==> src/rtl/truth_table_scanner.sv <==
// truth_table_scanner: sweeps a 3-input combinational function through all
// eight minterms and captures its output into an 8-bit truth table. It then
// publishes summary statistics and a comparison against a reference
// signature.
`timescale 1ns/1ps

module truth_table_scanner #(
    parameter int          SETTLE   = 1,      // hold cycles per minterm before sampling, 1..15
    parameter logic [7:0]  EXPECTED = 8'hE0   // reference truth table, bit[m] = expected s
) (
    input  logic       clk,
    input  logic       rst,
    input  logic       start,
    input  logic       s_in,
    output logic       a_out,
    output logic       b_out,
    output logic       c_out,
    output logic [2:0] m_out,
    output logic       busy,
    output logic       done,
    output logic [7:0] table_out,
    output logic [3:0] ones_count,
    output logic [2:0] first_one,
    output logic       valid_first,
    output logic       match
);

    typedef enum logic [1:0] {
        IDLE,
        APPLY,
        SAMPLE,
        FINISH
    } state_t;

    localparam logic [3:0] RELOAD = 4'(SETTLE - 1);

    state_t     state_q;
    logic [2:0] m_q;
    logic [3:0] cnt_q;
    logic       busy_q;
    logic       done_q;
    logic [7:0] cap_q;
    logic [7:0] cap_d;
    logic [7:0] table_q;
    logic [3:0] ones_q;
    logic [2:0] first_q;
    logic       valid_q;
    logic       match_q;

    // Population count over the eight captured bits; 4 bits so 8 does not wrap.
    function automatic logic [3:0] count_ones(input logic [7:0] v);
        logic [3:0] n;
        n = 4'd0;
        for (int i = 0; i < 8; i++) begin
            n = n + {3'b000, v[i]};
        end
        return n;
    endfunction

    // Index of the lowest set bit, 0 when the vector is empty.
    function automatic logic [2:0] lowest_one(input logic [7:0] v);
        logic [2:0] idx;
        idx = 3'd0;
        for (int i = 7; i >= 0; i--) begin
            if (v[i]) begin
                idx = 3'(i);
            end
        end
        return idx;
    endfunction

    // Capture register as it will look after the current cycle: in SAMPLE the
    // bit for the applied minterm takes s_in, so the final bit is included
    // when the results are published on the same edge.
    always_comb begin
        // NOTE: every signal assigned in a combinational block gets a default
        // first, so no path leaves it unassigned and no latch is inferred.
        cap_d = cap_q;
        if (state_q == SAMPLE) begin
            cap_d[m_q] = s_in;
        end
    end

    // Scan sequencer with registered control and result outputs.
    always_ff @(posedge clk or posedge rst) begin
        // NOTE: the capture register is reset along with everything else, so
        // an aborted scan can never leak stale bits into a later result.
        if (rst) begin
            state_q <= IDLE;
            m_q     <= 3'd0;
            cnt_q   <= 4'd0;
            busy_q  <= 1'b0;
            done_q  <= 1'b0;
            cap_q   <= 8'h00;
            table_q <= 8'h00;
            ones_q  <= 4'd0;
            first_q <= 3'd0;
            valid_q <= 1'b0;
            match_q <= 1'b0;
        end else begin
            // NOTE: state uses non-blocking assignments so every register
            // updates from the pre-edge values regardless of statement order.
            case (state_q)
                IDLE: begin
                    if (start) begin
                        state_q <= APPLY;
                        m_q     <= 3'd0;
                        cnt_q   <= RELOAD;
                        busy_q  <= 1'b1;
                    end
                end
                APPLY: begin
                    if (cnt_q == 4'd0) begin
                        state_q <= SAMPLE;
                    end else begin
                        cnt_q <= cnt_q - 4'd1;
                    end
                end
                SAMPLE: begin
                    cap_q <= cap_d;
                    if (m_q == 3'd7) begin
                        state_q <= FINISH;
                        m_q     <= 3'd0;
                        done_q  <= 1'b1;
                        table_q <= cap_d;
                        ones_q  <= count_ones(cap_d);
                        first_q <= lowest_one(cap_d);
                        valid_q <= |cap_d;
                        match_q <= (cap_d == EXPECTED);
                    end else begin
                        state_q <= APPLY;
                        m_q     <= m_q + 3'd1;
                        cnt_q   <= RELOAD;
                    end
                end
                FINISH: begin
                    state_q <= IDLE;
                    done_q  <= 1'b0;
                    busy_q  <= 1'b0;
                end
                default: begin
                    state_q <= IDLE;
                end
            endcase
        end
    end

    assign m_out       = m_q;
    assign a_out       = m_q[2];
    assign b_out       = m_q[1];
    assign c_out       = m_q[0];
    assign busy        = busy_q;
    assign done        = done_q;
    assign table_out   = table_q;
    assign ones_count  = ones_q;
    assign first_one   = first_q;
    assign valid_first = valid_q;
    assign match       = match_q;

endmodule

==> config.mk <==
export PLATFORM = sky130hd
export DESIGN_NAME = truth_table_scanner
export DESIGN_NICKNAME = d
export VERILOG_FILES = /design/src/rtl/truth_table_scanner.sv
export SDC_FILE = /design/constraint.sdc
export NUM_CORES = 1
export LEC_CHECK = 0
export BUFFER_PORTS_ARGS = -buffer_cell sky130_fd_sc_hd__buf_2
export CAP_MARGIN = 30
export CORE_MARGIN = 2
export CORE_UTILIZATION = 40
export DETAILED_ROUTE_END_ITERATION = 6
export SETUP_SLACK_MARGIN = 0.4
export SLEW_MARGIN = 20
export SYNTH_ARGS = -nofsm -noshare
export SYNTH_HDL_FRONTEND = slang
export SYNTH_SLANG_ARGS = --single-unit
==> constraint.sdc <==
create_clock -name clk -period 3.5 [get_ports clk]
set_input_delay 0 -clock clk [delete_from_list [all_inputs] [get_ports clk]]
set_output_delay 0 -clock clk [all_outputs]
set_load 0.01 [all_outputs]
==> Word-level counts from Yosys, hierarchy flattened <==
Cells that the tools add are included.
{ "totals": {"elab_cells": 73, "reg_bits": 36, "output_inout_bits": 25} }
{ "classes": {"reduce_logical": 14, "magnitude_cmp": 2, "eq_ne": 10, "n_mux": 27, "addsub": 9} }
{ "op_table": {"columns": ["cell", "n"], "rows": [
  ["$mux 3", 10],
  ["$add 4x1->4", 4],
  ["$mux 4", 3],
  ["$pmux 4 s3", 1],
  ["$reduce_and 2->1", 5],
  ["$bwmux 8", 1],
  ["$eq 8x8->1 const B", 1],
  ["$mux 8", 1],
  ["$ne 2x2->1 const B", 4],
  ["$pmux 2 s4", 1],
  ["$reduce_or 8->1", 1],
  ["$mux 2", 3],
  ["$pmux 3 s2", 1],
  ["$reduce_bool 2->1", 3],
  ["$add 3x1->4", 1],
  ["$eq 2x2->1 const B", 2],
  ["$logic_not 4->1", 1],
  ["$lt 3x4->1 const B", 1],
  ["$pmux 1 s2", 2],
  ["$reduce_and 4->1", 1],
  ["$sub 4x1->4 const B", 1],
  ["$add 2x1->3", 1],
  ["$add 3x1->3 const B", 1],
  ["$demux 1 s3", 1],
  ["other kinds (9)", 11]
]} }

==> Logic depth before layout (Yosys ltp) <==
{ "depth": {"depth_word": 14, "mapped_depth": 14, "ltp_nobuf": 14} }

==> Least setup slack after synthesis <==
No wires, ideal clock.
{ "synth_timing": {"path_type": "flip-flop to flip-flop", "startpoint": "reg m_q[0] (netlist: m_out[0])", "endpoint": "reg ones_q[2] (netlist: ones_count[2])", "period_less_slack_ns": 3.655, "stages_incl_launch_ff": 15, "setup_slack_ns": -0.155, "t_arrival_ns": 3.573, "path_cell_list": "dfrtp_1 -> nand3b_2 -> nor3b_2 -> mux2i_1 -> fa_1 -> inv_1 -> fa_1 -> inv_1 -> fa_1 -> inv_1 -> ha_1 -> inv_1 -> fa_1 -> xor2_1 -> o21ai_0"} }
{ "synth_via": {"elab_chain_cells": 13} }
{ "synth_lines": {"columns": ["element", "line", "source"], "rows": [
  ["start, declared", "38", "logic [2:0] m_q;"],
  ["start signal, assigned", "132", "m_q <= m_q + 3'd1;"],
  ["$lt 3x4->1 (not written as such) / $ge 3x1->1 (equally long branches)", "80", "cap_d[m_q] = s_in;"],
  ["$logic_and 1x1->1 (not written as such)", "80", null],
  ["$mux 1 (not written as such)", "80", null],
  ["$demux 1 s3", "80", null],
  ["$bwmux 8", "80", null],
  ["$mux 8", "79", "if (state_q == SAMPLE) begin"],
  ["$add 1x1->2", "55", "n = n + {3'b000, v[i]};"],
  ["$add 2x1->3", "55", null],
  ["$add 3x1->4", "55", null],
  ["$add 4x1->4 (4 in series)", "55", null],
  ["end signal, assigned", "126", "ones_q <= count_ones(cap_d);"],
  ["end, declared", "45", "logic [3:0] ones_q;"]
]} }
Several ways; a longest one is shown, not always the timed one.
A chain may end at the register's enable or synchronous reset.

==> Final worst setup path <==
{ "layout_timing": {"startpoint": "reg state_q[0]", "endpoint": "reg ones_q[1] (netlist: ones_count[1])"} }
{ "layout_via": {"elab_chain_cells": 9} }
{ "layout_lines": {"columns": ["element", "line", "source"], "rows": [
  ["start, declared", "37", "state_t state_q;"],
  ["start signal, assigned", "89", "state_q <= IDLE;"],
  ["start signal, assigned", "106", "state_q <= APPLY;"],
  ["start signal, assigned", "114", "state_q <= SAMPLE;"],
  ["$eq 2x2->1 (*)", "79, 103", null],
  ["$mux 8", "79", null],
  ["$add 1x1->2", "55", null],
  ["$add 2x1->3", "55", null],
  ["$add 3x1->4", "55", null],
  ["$add 4x1->4 (4 in series)", "55", null]
]} }
Every way passes the cells marked *; elsewhere a longest branch is shown, timed or not.

==> impl_summary.md <==
Critical path
In this run the critical register-to-register path is launched from state_q[0]$_DFFE_PP0P_. The data arrival time of the critical path is 3.69 ns. The startpoint kind of the worst setup timing path is a flop. The critical path class is reg -> reg.

The reg-to-reg critical path endpoint is ones_count[1]$_DFFE_PP0P_. The worst setup path startpoint is state_q[0]$_DFFE_PP0P_. Of all nets on the critical path, the largest fanout is 4. The required time of the critical path is 3.68 ns. The worst setup path is captured at a flop. The reg-to-reg setup timing slack is -0.01 ns. The length in cells of the worst reg-to-reg path is 13.

Route
The sum of routed wire length over all layers is 4049 um. The violation count after the first detailed-route iteration is 60. The average detailed-routed wire length per instance is 13.73 um. The count of TritonRoute iterations in the first routing pass is 4. The via density per instance is 5.007. The routed via count is 1,477. The number of routed nets with antenna violations is 0. In the routed design, unresolved DRC markers number 0.

Place
In this run the cell area measured after placement is 2218 sq um. The half-perimeter wire length after detailed placement is 2916 um. The congestion estimate from routability-driven global placement came to 0.8426. In this run the tool buffered the top-level ports with 28 buffer cells. Counting tap cells, the placed design contains a total of 278 instances.

Run status
The final reports fail on negative setup slack. The flow ran to the end, but the final reports show violations.

STA
The final-report max-slew violation count was 0. Setup total negative slack on the finished layout was measured at -0.009846 ns. The setup slack after layout is -0.009846 ns.

Static timing analysis puts the maximum clock frequency at 284.9 MHz. In this run the tightest slew margin relative to its limit is 67.13%. The clock arrives with 0.004041 ns of skew. The final period utilization is 100.3%. The final critical delay including setup and external delays is 3.510 ns. Setup violations remaining at the end of the flow were counted as 1. Setup repair after global routing could not meet its margin everywhere. For the pin with the worst max-slew slack, the measured transition is 0.4879 ns. The number of hold-slack violations in the final timing report is 0.

Finish
Once layout is done, the placed cells without fillers occupy 2449 sq um. The post-route non-filler standard cell count is 295. The final layout contains 256 nets. The number of diodes added for antenna fixing is 0.

In the final layout, the share of cells above drive strength 1 is 39.00%. Compared with the post-synthesis result, the final layout area differs by 29.35%.

Global route
The number of antenna violations at the first check in global routing came to 0. The via count of the first global-routing pass came to 1,405. Entering global routing, the biggest net connects 37 pins. The overall global routing resource usage is 16.77%. Summed over all layers, the global routing overflow is 0. The first global-routing pass estimated 6686 um of wire.

Synth
Counting distinct cell types in the post-synthesis netlist gives 38. By instance count, the leading cell after synthesis is sky130_fd_sc_hd__dfrtp_1. The commonest cells after synthesis are sky130_fd_sc_hd__dfrtp_1 (36), sky130_fd_sc_hd__nand2_1 (29), sky130_fd_sc_hd__inv_1 (22).

The sequential element share of the synthesized area is 47.59%. In the synthesized netlist, the number of instances is 189. The number of enable flip-flop cells after synthesis is 0. The area share of the largest cell type after synthesis is 47.59%. For this run, the leading register cell type out of synthesis is sky130_fd_sc_hd__dfrtp_1. The synthesized design contains 36 register bits. The number of synthesis warnings is 0. After synthesis, the cell types taking the most area are sky130_fd_sc_hd__dfrtp_1 (48%), sky130_fd_sc_hd__nand2_1 (5.8%), sky130_fd_sc_hd__ha_1 (5.3%), sky130_fd_sc_hd__o21ai_0 (4.8%), sky130_fd_sc_hd__inv_1 (4.4%). The cell area after synthesis is 1893 sq um.

The proportion of register bits with asynchronous set or reset after synthesis is 100.0%. Summed over all instances, the cell type with the most area after synthesis is sky130_fd_sc_hd__dfrtp_1. Counting every net in the synthesized netlist gives 205.

A synthesized cell averages 10.02 sq um.

Power
The static leakage is 0.001212 uW. The largest voltage drop on the vdd net is 0.4151 mV. Power spread over the standard cell area amounts to 734.5 nW/um^2. The total design power is 1799 uW.

CTS
The clock tree root driver cell is sky130_fd_sc_hd__clkbuf_8. The total clock buffers created by CTS is 5. The number of levels in the clock H-tree is 2.

The clock-pin slew on the worst setup and hold paths is 0.07 ns. The later pin in the worst-skew pair is clocked with a latency of 0.28 ns. The CTS tree is yes. The count of clock tree sinks is 36. The longest clock path from root to sink contains 2 buffers.

Min path
The worst hold path terminates at busy$_DFFE_PP0P_. The worst hold path was traced through 3 stages. The min-delay analysis places its worst path in the category in -> reg. The startpoint of the worst hold path is start.

Die
The number of rows created at floorplan is 25. The area of the placeable core is 4629 sq um. The die covers 5299 sq um.

Pin placement for this block handled 29 I/O pins. From bottom edge to top edge, the die measures 72.80 um. The width of the die is 72.80 um. The initial core utilization is 40.89%.

Flow run
The reported max-cap violation count is 0.
-- cells by family after synthesis --
kind of cell,count (synthesis),share of synthesized area [%]
XOR/XNOR,1,0.4627
AO/OA/AOI/OAI,41,14.08
flip-flops,36,47.59
buffers and inverters,34,7.402
adder cells (fa/ha/maj),12,9.518
multiplexers,9,5.222
AND/OR/NAND/NOR,56,15.73
-- flip-flops by register name, summed over array words and instances, names as in the netlist, 2 cells and up --
signal / cells
table_out: 8
state_q: 2
m_out: 3
ones_count: 4
cap_q: 8
first_one: 3
cnt_q: 4
-- worst max path at each step --
| stage | to | slack, ns | cells past startpoint |
|---|---|---|---|
| 3_3_place_gp | ones_count[2]$_DFFE_PP0P_ | 0.04 | 13 |
| 4_1_cts | ones_count[1]$_DFFE_PP0P_ | -0.04 | 13 |
| 6_report | ones_count[1]$_DFFE_PP0P_ | -0.01 | 13 |
| 2_1_floorplan | ones_count[2]$_DFFE_PP0P_ | 0.02 | 14 |
| 3_5_place_dp | ones_count[1]$_DFFE_PP0P_ | -0.04 | 13 |
| 5_1_grt | ones_count[2]$_DFFE_PP0P_ | -0.15 | 14 |
-- layer usage --
| layer | share of wire (%) | GRT usage [%] |
|---|---|---|
| met1 | 46 | 22.08 |
| met4 | 1.5 | 4.938 |
| met2 | 49 | 27.17 |
| met3 | 3.4 | 4.558 |
| met5 | 0 | 0 |
-- layout by cell type, fill, tap and decap left out, types with 5 or more instances in the layout --
cell type / count
sky130_fd_sc_hd__inv_2: 5
sky130_fd_sc_hd__buf_2: 28
sky130_fd_sc_hd__mux2i_2: 6
sky130_fd_sc_hd__dfrtp_1: 32
sky130_fd_sc_hd__buf_4: 23
sky130_fd_sc_hd__ha_1: 7
sky130_fd_sc_hd__clkbuf_8: 6
sky130_fd_sc_hd__a21oi_1: 6
sky130_fd_sc_hd__nor2_1: 7
sky130_fd_sc_hd__nand2_1: 28
sky130_fd_sc_hd__inv_1: 20
sky130_fd_sc_hd__o21ai_0: 16
-- where the power goes --
group	internal, uW	total (uW)	switching, uW
Sequential	505	590	84.2
Clock	160	308	148
Combinational	421	901	480
-- what timing repair did --
action / in CTS / in global routing
setup buffers: 5 / 2
pin swaps: 0 / 4
endpoints found under the hold margin: 36 / 0
setup endpoints to repair: 4 / 4
hold buffers: 1 / 0
resized for setup: 4 / 13
-- worst max-delay path: stages, from the launching register on --
cell,delay (ns)
sky130_fd_sc_hd__dfrtp_1,0.41
sky130_fd_sc_hd__nand3b_4,0.20
sky130_fd_sc_hd__nor3b_4,0.22
sky130_fd_sc_hd__mux2i_2,0.29
sky130_fd_sc_hd__fa_1,0.43
sky130_fd_sc_hd__inv_1,0.08
sky130_fd_sc_hd__fa_1,0.41
sky130_fd_sc_hd__inv_1,0.09
sky130_fd_sc_hd__fa_2,0.44
sky130_fd_sc_hd__inv_2,0.08
sky130_fd_sc_hd__ha_4,0.13
sky130_fd_sc_hd__inv_2,0.03
sky130_fd_sc_hd__fa_2,0.52
sky130_fd_sc_hd__o21ai_2,0.05
-- stage by stage --
step                hold slack [ns]  setup WS (ns)  utilization [%]
global route                0.06684        -0.1486            52.89
detailed placement           0.1305       -0.04469            47.92
finish                      0.04568      -0.009846            52.89
floorplan                    0.1668        0.02247                -
CTS                         0.04761       -0.04295            51.30
global placement             0.1312        0.03575            47.92
-- area by class of cell --
type,instances,area (sq um)
Fill cell,440,2181
Multi-Input combinational cell,119,949.7
Tap cell,54,67.56
Clock buffer,7,86.33
Sequential cell,36,905.9
Clock inverter,1,7.507
Inverter,25,93.84
Timing Repair Buffer,53,337.8
Power figures use the tool's default switching activity.
